===== config.mk =====
export PLATFORM = sky130hd
export DESIGN_NAME = multi_param
export DESIGN_NICKNAME = d
export VERILOG_FILES = /design/src/rtl/multi_param.sv
export SDC_FILE = /design/constraint.sdc
export NUM_CORES = 1
export LEC_CHECK = 0
export BUFFER_PORTS_ARGS = -buffer_cell sky130_fd_sc_hd__clkbuf_2
export CORE_AREA = 2 2 133 167
export DETAILED_ROUTE_END_ITERATION = 16
export DIE_AREA = 0 0 135 169
export GPL_TIMING_DRIVEN = 0
export PLACE_DENSITY_LB_ADDON = 0.1
export SYNTH_ARGS = -nofsm -noshare
export SYNTH_HDL_FRONTEND = slang
export SYNTH_SLANG_ARGS = --single-unit

===== constraint.sdc =====
create_clock -name clock -period 3.85 [get_ports clock]
set_clock_uncertainty 0.2 [all_clocks]
set_input_delay 0.5775 -clock clock [delete_from_list [all_inputs] [get_ports clock]]
set_output_delay 0.5775 -clock clock [all_outputs]
set_load 0.02 [all_outputs]

===== src/rtl/multi_param.sv =====
// -----------------------------------------------------------------------------
// multi_param
//   Parametrised fixed-latency iterative multiplier. It retires BPC multiplier
//   bits per clock using shift-add on operand magnitudes, then applies the
//   sign in a final DONE step. Every operation takes the same number of cycles.
//
// Parameters
//   WIDTH  operand width in bits (>=4, even)
//   BPC    multiplier bits retired per cycle (1, 2 or 4); WIDTH % BPC == 0
//
// Ports
//   clock   in   rising-edge clock
//   reset   in   asynchronous, active-low reset
//   mlier   in   [WIDTH-1:0]   multiplier operand
//   mcand   in   [WIDTH-1:0]   multiplicand operand
//   sgn     in   1 = two's-complement operands, 0 = unsigned (sampled at launch)
//   start   in   launch request; only a 0->1 transition launches
//   prodt   out  [2*WIDTH-1:0] product, held until the next completion
//   valid   out  one-cycle pulse when prodt is updated
//   busy    out  high from launch through the valid cycle
//
// Timing: a launch at edge L yields valid in the cycle after edge L+N+1,
// where N = WIDTH/BPC.
// -----------------------------------------------------------------------------
module multi_param #(
  parameter int WIDTH = 32,
  parameter int BPC   = 1
) (
  input  logic                 clock,
  input  logic                 reset,
  input  logic [WIDTH-1:0]     mlier,
  input  logic [WIDTH-1:0]     mcand,
  input  logic                 sgn,
  input  logic                 start,
  output logic [2*WIDTH-1:0]   prodt,
  output logic                 valid,
  output logic                 busy
);

  localparam int N  = WIDTH / BPC;
  localparam int CW = (N > 1) ? $clog2(N) : 1;
  localparam logic [CW-1:0] LAST = CW'(N - 1);

  localparam logic [1:0] IDLE = 2'd0;
  localparam logic [1:0] RUN  = 2'd1;
  localparam logic [1:0] DONE = 2'd2;

  // Unsigned magnitude of an operand. In signed mode the most negative value
  // maps to 2^(WIDTH-1), which still fits in WIDTH unsigned bits.
  function automatic logic [WIDTH-1:0] magnitude(input logic [WIDTH-1:0] x,
                                                 input logic             s);
    magnitude = (s && x[WIDTH-1]) ? -x : x;
  endfunction

  // Re-applies the result sign. Negating zero gives zero, so a zero operand
  // with opposite signs still produces a clean 0.
  function automatic logic [2*WIDTH-1:0] apply_sign(input logic [2*WIDTH-1:0] m,
                                                    input logic               neg);
    apply_sign = neg ? -m : m;
  endfunction

  logic [1:0]          state;
  logic [CW-1:0]       cnt;
  logic                start_q;
  logic                seen_low;   // start has been observed low since reset
  logic                launch;
  logic                step;

  logic [2*WIDTH-1:0]  acc_p1;      // {partial high, remaining multiplier bits}
  logic [WIDTH-1:0]    mcand_mag_p1;
  logic                neg_p1;

  logic [BPC-1:0]         digit;
  logic [WIDTH+BPC-1:0]   pp;
  logic [WIDTH+BPC-1:0]   hi_sum;
  logic [2*WIDTH+BPC-1:0] acc_ext;
  logic [2*WIDTH-1:0]     acc_next;

  // seen_low keeps a start level held high across reset from counting as a
  // rising edge once the history register has been cleared.
  assign launch = (state == IDLE) && start && !start_q && seen_low;
  assign step   = (state == RUN);

  always_comb begin
    digit    = acc_p1[BPC-1:0];
    pp       = {{BPC{1'b0}}, mcand_mag_p1} * {{WIDTH{1'b0}}, digit};
    hi_sum   = {{BPC{1'b0}}, acc_p1[2*WIDTH-1:WIDTH]} + pp;
    acc_ext  = {hi_sum, acc_p1[WIDTH-1:0]};
    acc_next = acc_ext[2*WIDTH+BPC-1:BPC];
  end

  // ---- control: sequencing, handshake and result register ----
  always_ff @(posedge clock or negedge reset) begin
    if (!reset) begin
      state    <= IDLE;
      cnt      <= '0;
      start_q  <= 1'b0;
      seen_low <= 1'b0;
      prodt    <= '0;
      valid    <= 1'b0;
      busy     <= 1'b0;
    end else begin
      start_q <= start;
      if (!start) seen_low <= 1'b1;
      case (state)
        IDLE: begin
          if (launch) begin
            state <= RUN;
            cnt   <= '0;
            busy  <= 1'b1;
          end
        end
        RUN: begin
          if (cnt == LAST) state <= DONE;
          else             cnt   <= cnt + CW'(1);
        end
        DONE: begin
          // DONE spans two edges: the first publishes the product, the
          // second closes the handshake, so a start rise here is ignored.
          if (!valid) begin
            prodt <= apply_sign(acc_p1, neg_p1);
            valid <= 1'b1;
          end else begin
            valid <= 1'b0;
            busy  <= 1'b0;
            state <= IDLE;
          end
        end
        default: state <= IDLE;
      endcase
    end
  end

  // ---- datapath p1: latched magnitudes and shift-add accumulator ----
  always_ff @(posedge clock) begin
    if (launch) begin
      acc_p1       <= {{WIDTH{1'b0}}, magnitude(mlier, sgn)};
      mcand_mag_p1 <= magnitude(mcand, sgn);
      neg_p1       <= sgn & (mlier[WIDTH-1] ^ mcand[WIDTH-1]);
    end else if (step) begin
      acc_p1       <= acc_next;
    end
  end

endmodule


==> flow_summary.toml <==
[sta]
slew_headroom_pct = 36.5
final-hold-violation-count = 0
finalCritPeriodShare_pct = 97.2
rsz0062_at_grt = "false"
hold_slack_ns = 0.0847
worst_slew_pin_slew_ns = 0.939
finalSetupViolCount = 0
fmax_ghz = 0.267
fin_crit_ns = 3.74
slew_viol_final = 0

[global_route]
track_usage_pct = 23.9
grt_start_max_net_pins = 47
grt-ovfl-total = 0
antenna_found_initial = 0
grt_first_pass_wirelength_mm = 42.7
grt_pass1_vias = 8595

[yosys]
syn-num-nets = 1277
yosysSeqAreaShare_pct = 42.7
synth_edf_count = 65
synth-seq-cells = 172
synthDistinctLibCells = 65
async_flop_share_pct = 43.6
syn_avg_cell_area_sq_um = 8.94
syn_inst = 1171
synth_flop_cell = "dfrtp_1"
mappedNetlistArea_sq_um = 10500
ys_warn_count = 0

[pwr]
power_density_nw_per_um2 = 683
p_total_mw = 8.38
ir_drop_v = 0.000373
power.leakage_nw = 5.25

[floorplan]
dieArea_sq_um = 22800
core_area_sq_um = 21300
start_util_pct = 49.1
die-width_um = 135
row_count = 60
die_height_um = 169
ios = 134

[place]
hpwlAfterDp_mm = 21.0
place.gp.congestion = 0.879
portBuffers = 133
dpl_cell_area_sq_um = 11500
place_inst = 1585

[clocking]
tritoncts = "built"
clock-root-buffer = "clkbuf_16"
cts.sink_count = 172
clockBufferDepth = 2
cts_made_buffers = 17
clk_pin_slew_worst_paths_ns = 0.07
insertion_delay_ns = 0.44
cts.htree.levels = 4

[hold_path]
hp-class = "input port to flip-flop"

[critical_path]
path_cells = "or4_4 > or4_4 > or4_4 > nor3_2 > nand3_2 > o41ai_2 > xor2_1 > o21ai_1"
cp_num_buf_inv = 0
critical_path_class = "flip-flop to flip-flop"
start_kind = "flip-flop"
crit_family = "simple AND/OR/NAND/NOR gates"
cp_slowest_stage_delay_ns = 0.57
cp.required_ns = 3.96
critPathSlowestCell = "or4_4"
path_common_cell = "or4_4"
cp_max_fo = 5
critPathArrivalTime_ns = 3.86
cp-end-kind = "flip-flop"

[final_layout]
regArea_sq_um = 4470
fin_util_pct = 57.5
mostFrequentLayoutCells = "nand2_1 (198), o21ai_0 (146), clkbuf_2 (134)"
multi_input_area_sq_um = 5700
syn2layout_area_growth_pct = 17.1
antenna_cells = 0
mostFrequentLayoutCell = "nand2_1"
nets = 1438
fin_cells = 1624
drive_gt1_share_pct = 15.2
final_area_sq_um = 12300
num-fill-cells = 1995

[run_status]
outcome = "finished, final reports clean"

[detailed_routing]
drtPass1Iterations = 5
remaining_drc_errors = 0
vias = 8907
wirelength_mm = 26.7
final_antenna_net_count = 0
wire_per_inst_um = 16.4
viasPerCell = 5.48
drt_iter0_markers = 447

[flow_run]
maxCapViolations = 0
cells in the mapped netlist, types with 12 or more instances:
| library cell | number | area, sq um |
|---|---|---|
| nand2_1 | 199 | 747 |
| o21ai_0 | 148 | 741 |
| xor2_1 | 95 | 832 |
| dfrtp_1 | 75 | 1880 |
| a21oi_1 | 68 | 340 |
| edfxtp_1 | 65 | 1950 |
| nor2_1 | 53 | 199 |
| xnor2_1 | 53 | 464 |
| clkbuf_1 | 44 | 165 |
| ha_1 | 37 | 463 |
| and2_1 | 36 | 225 |
| dfxtp_1 | 32 | 641 |
| inv_1 | 26 | 97.6 |
| o31ai_1 | 26 | 195 |
| nand3_1 | 24 | 120 |
| o21ai_1 | 23 | 115 |
| nor3_1 | 16 | 80.1 |
| o41ai_1 | 13 | 114 |
| or3_1 | 13 | 81.3 |
| nand2b_1 | 12 | 75.1 |
what timing repair did:
item | in CTS | in global routing
setup buffers | 1 | 4
setup endpoints to repair | 6 | 15
resized for setup | 3 | 13
hold buffers | 1 | 0
hold endpoints to repair | 29 | 0
pin swaps | 0 | 3
layer usage:
| layer | vias to the layer above | global-route usage [%] | routed length [um] |
|---|---|---|---|
| met5 | - | 0 | 0 |
| met4 | 0 | 8.65 | 724 |
| met3 | 42 | 3.80 | 1080 |
| met2 | 220 | 44.7 | 14000 |
| met1 | 4157 | 27.2 | 10900 |
| li1 | 4488 | - | - |
power by group:
group	internal, mW	leakage [nW]	switching (mW)
clock network	1.04	0.291	0.769
logic	1.42	3.04	1.99
registers	2.54	1.92	0.626
total	5.00	5.25	3.38
state kept, by name (all words and copies together), names as in the netlist:
register      cells
state             2
busy              1
neg_p1            1
mcand_mag_p1     32
prodt            64
acc_p1           64
valid             1
seen_low          1
cnt               5
start_q           1
final cells by class:
cell class,instances,share of cell area (%)
multi-input cells,922,46.5
flip-flops and latches,172,36.4
repair buffers,142,6.45
clock buffers,18,3.50
well taps,279,2.85
plain buffers,51,2.01
clock inverters,14,1.48
inverters,26,0.796
through the flow:
| step | TNS [ns] | worst slack (ns) |
|---|---|---|
| 2_1_floorplan | 0 | 0.632 |
| 3_3_place_gp | -0.832 | -0.189 |
| 3_5_place_dp | -0.858 | -0.236 |
| 4_1_cts | 0 | 0.0398 |
| 5_1_grt | 0 | 0.00262 |
| 6_report | 0 | 0.108 |
logic make-up after synthesis:
group	share of synthesized area, %
flops	42.7
simple gates	18.5
fa+ha+maj	4.61
buf+inv	3.23
mux	0.203
xor+xnor	12.4
compound gates	18.4
path summary, 6_finish.rpt:
| check | start | end | slack, ns | cells past startpoint |
|---|---|---|---|---|
| worst max-delay path | acc_p1[26] | prodt[63] | 0.11 | 8 |
| worst min-delay path | start | start_q | 0.08 | 1 |
| worst max register to register | acc_p1[26] | prodt[63] | 0.11 | 8 |
| worst min register to register | seen_low | seen_low | 0.26 | 1 |
| max in group asynchronous | reset | prodt[51] | 2.43 | 3 |
| min in group asynchronous | reset | prodt[29] | 0.43 | 2 |
(Power assumes the default switching activity.)
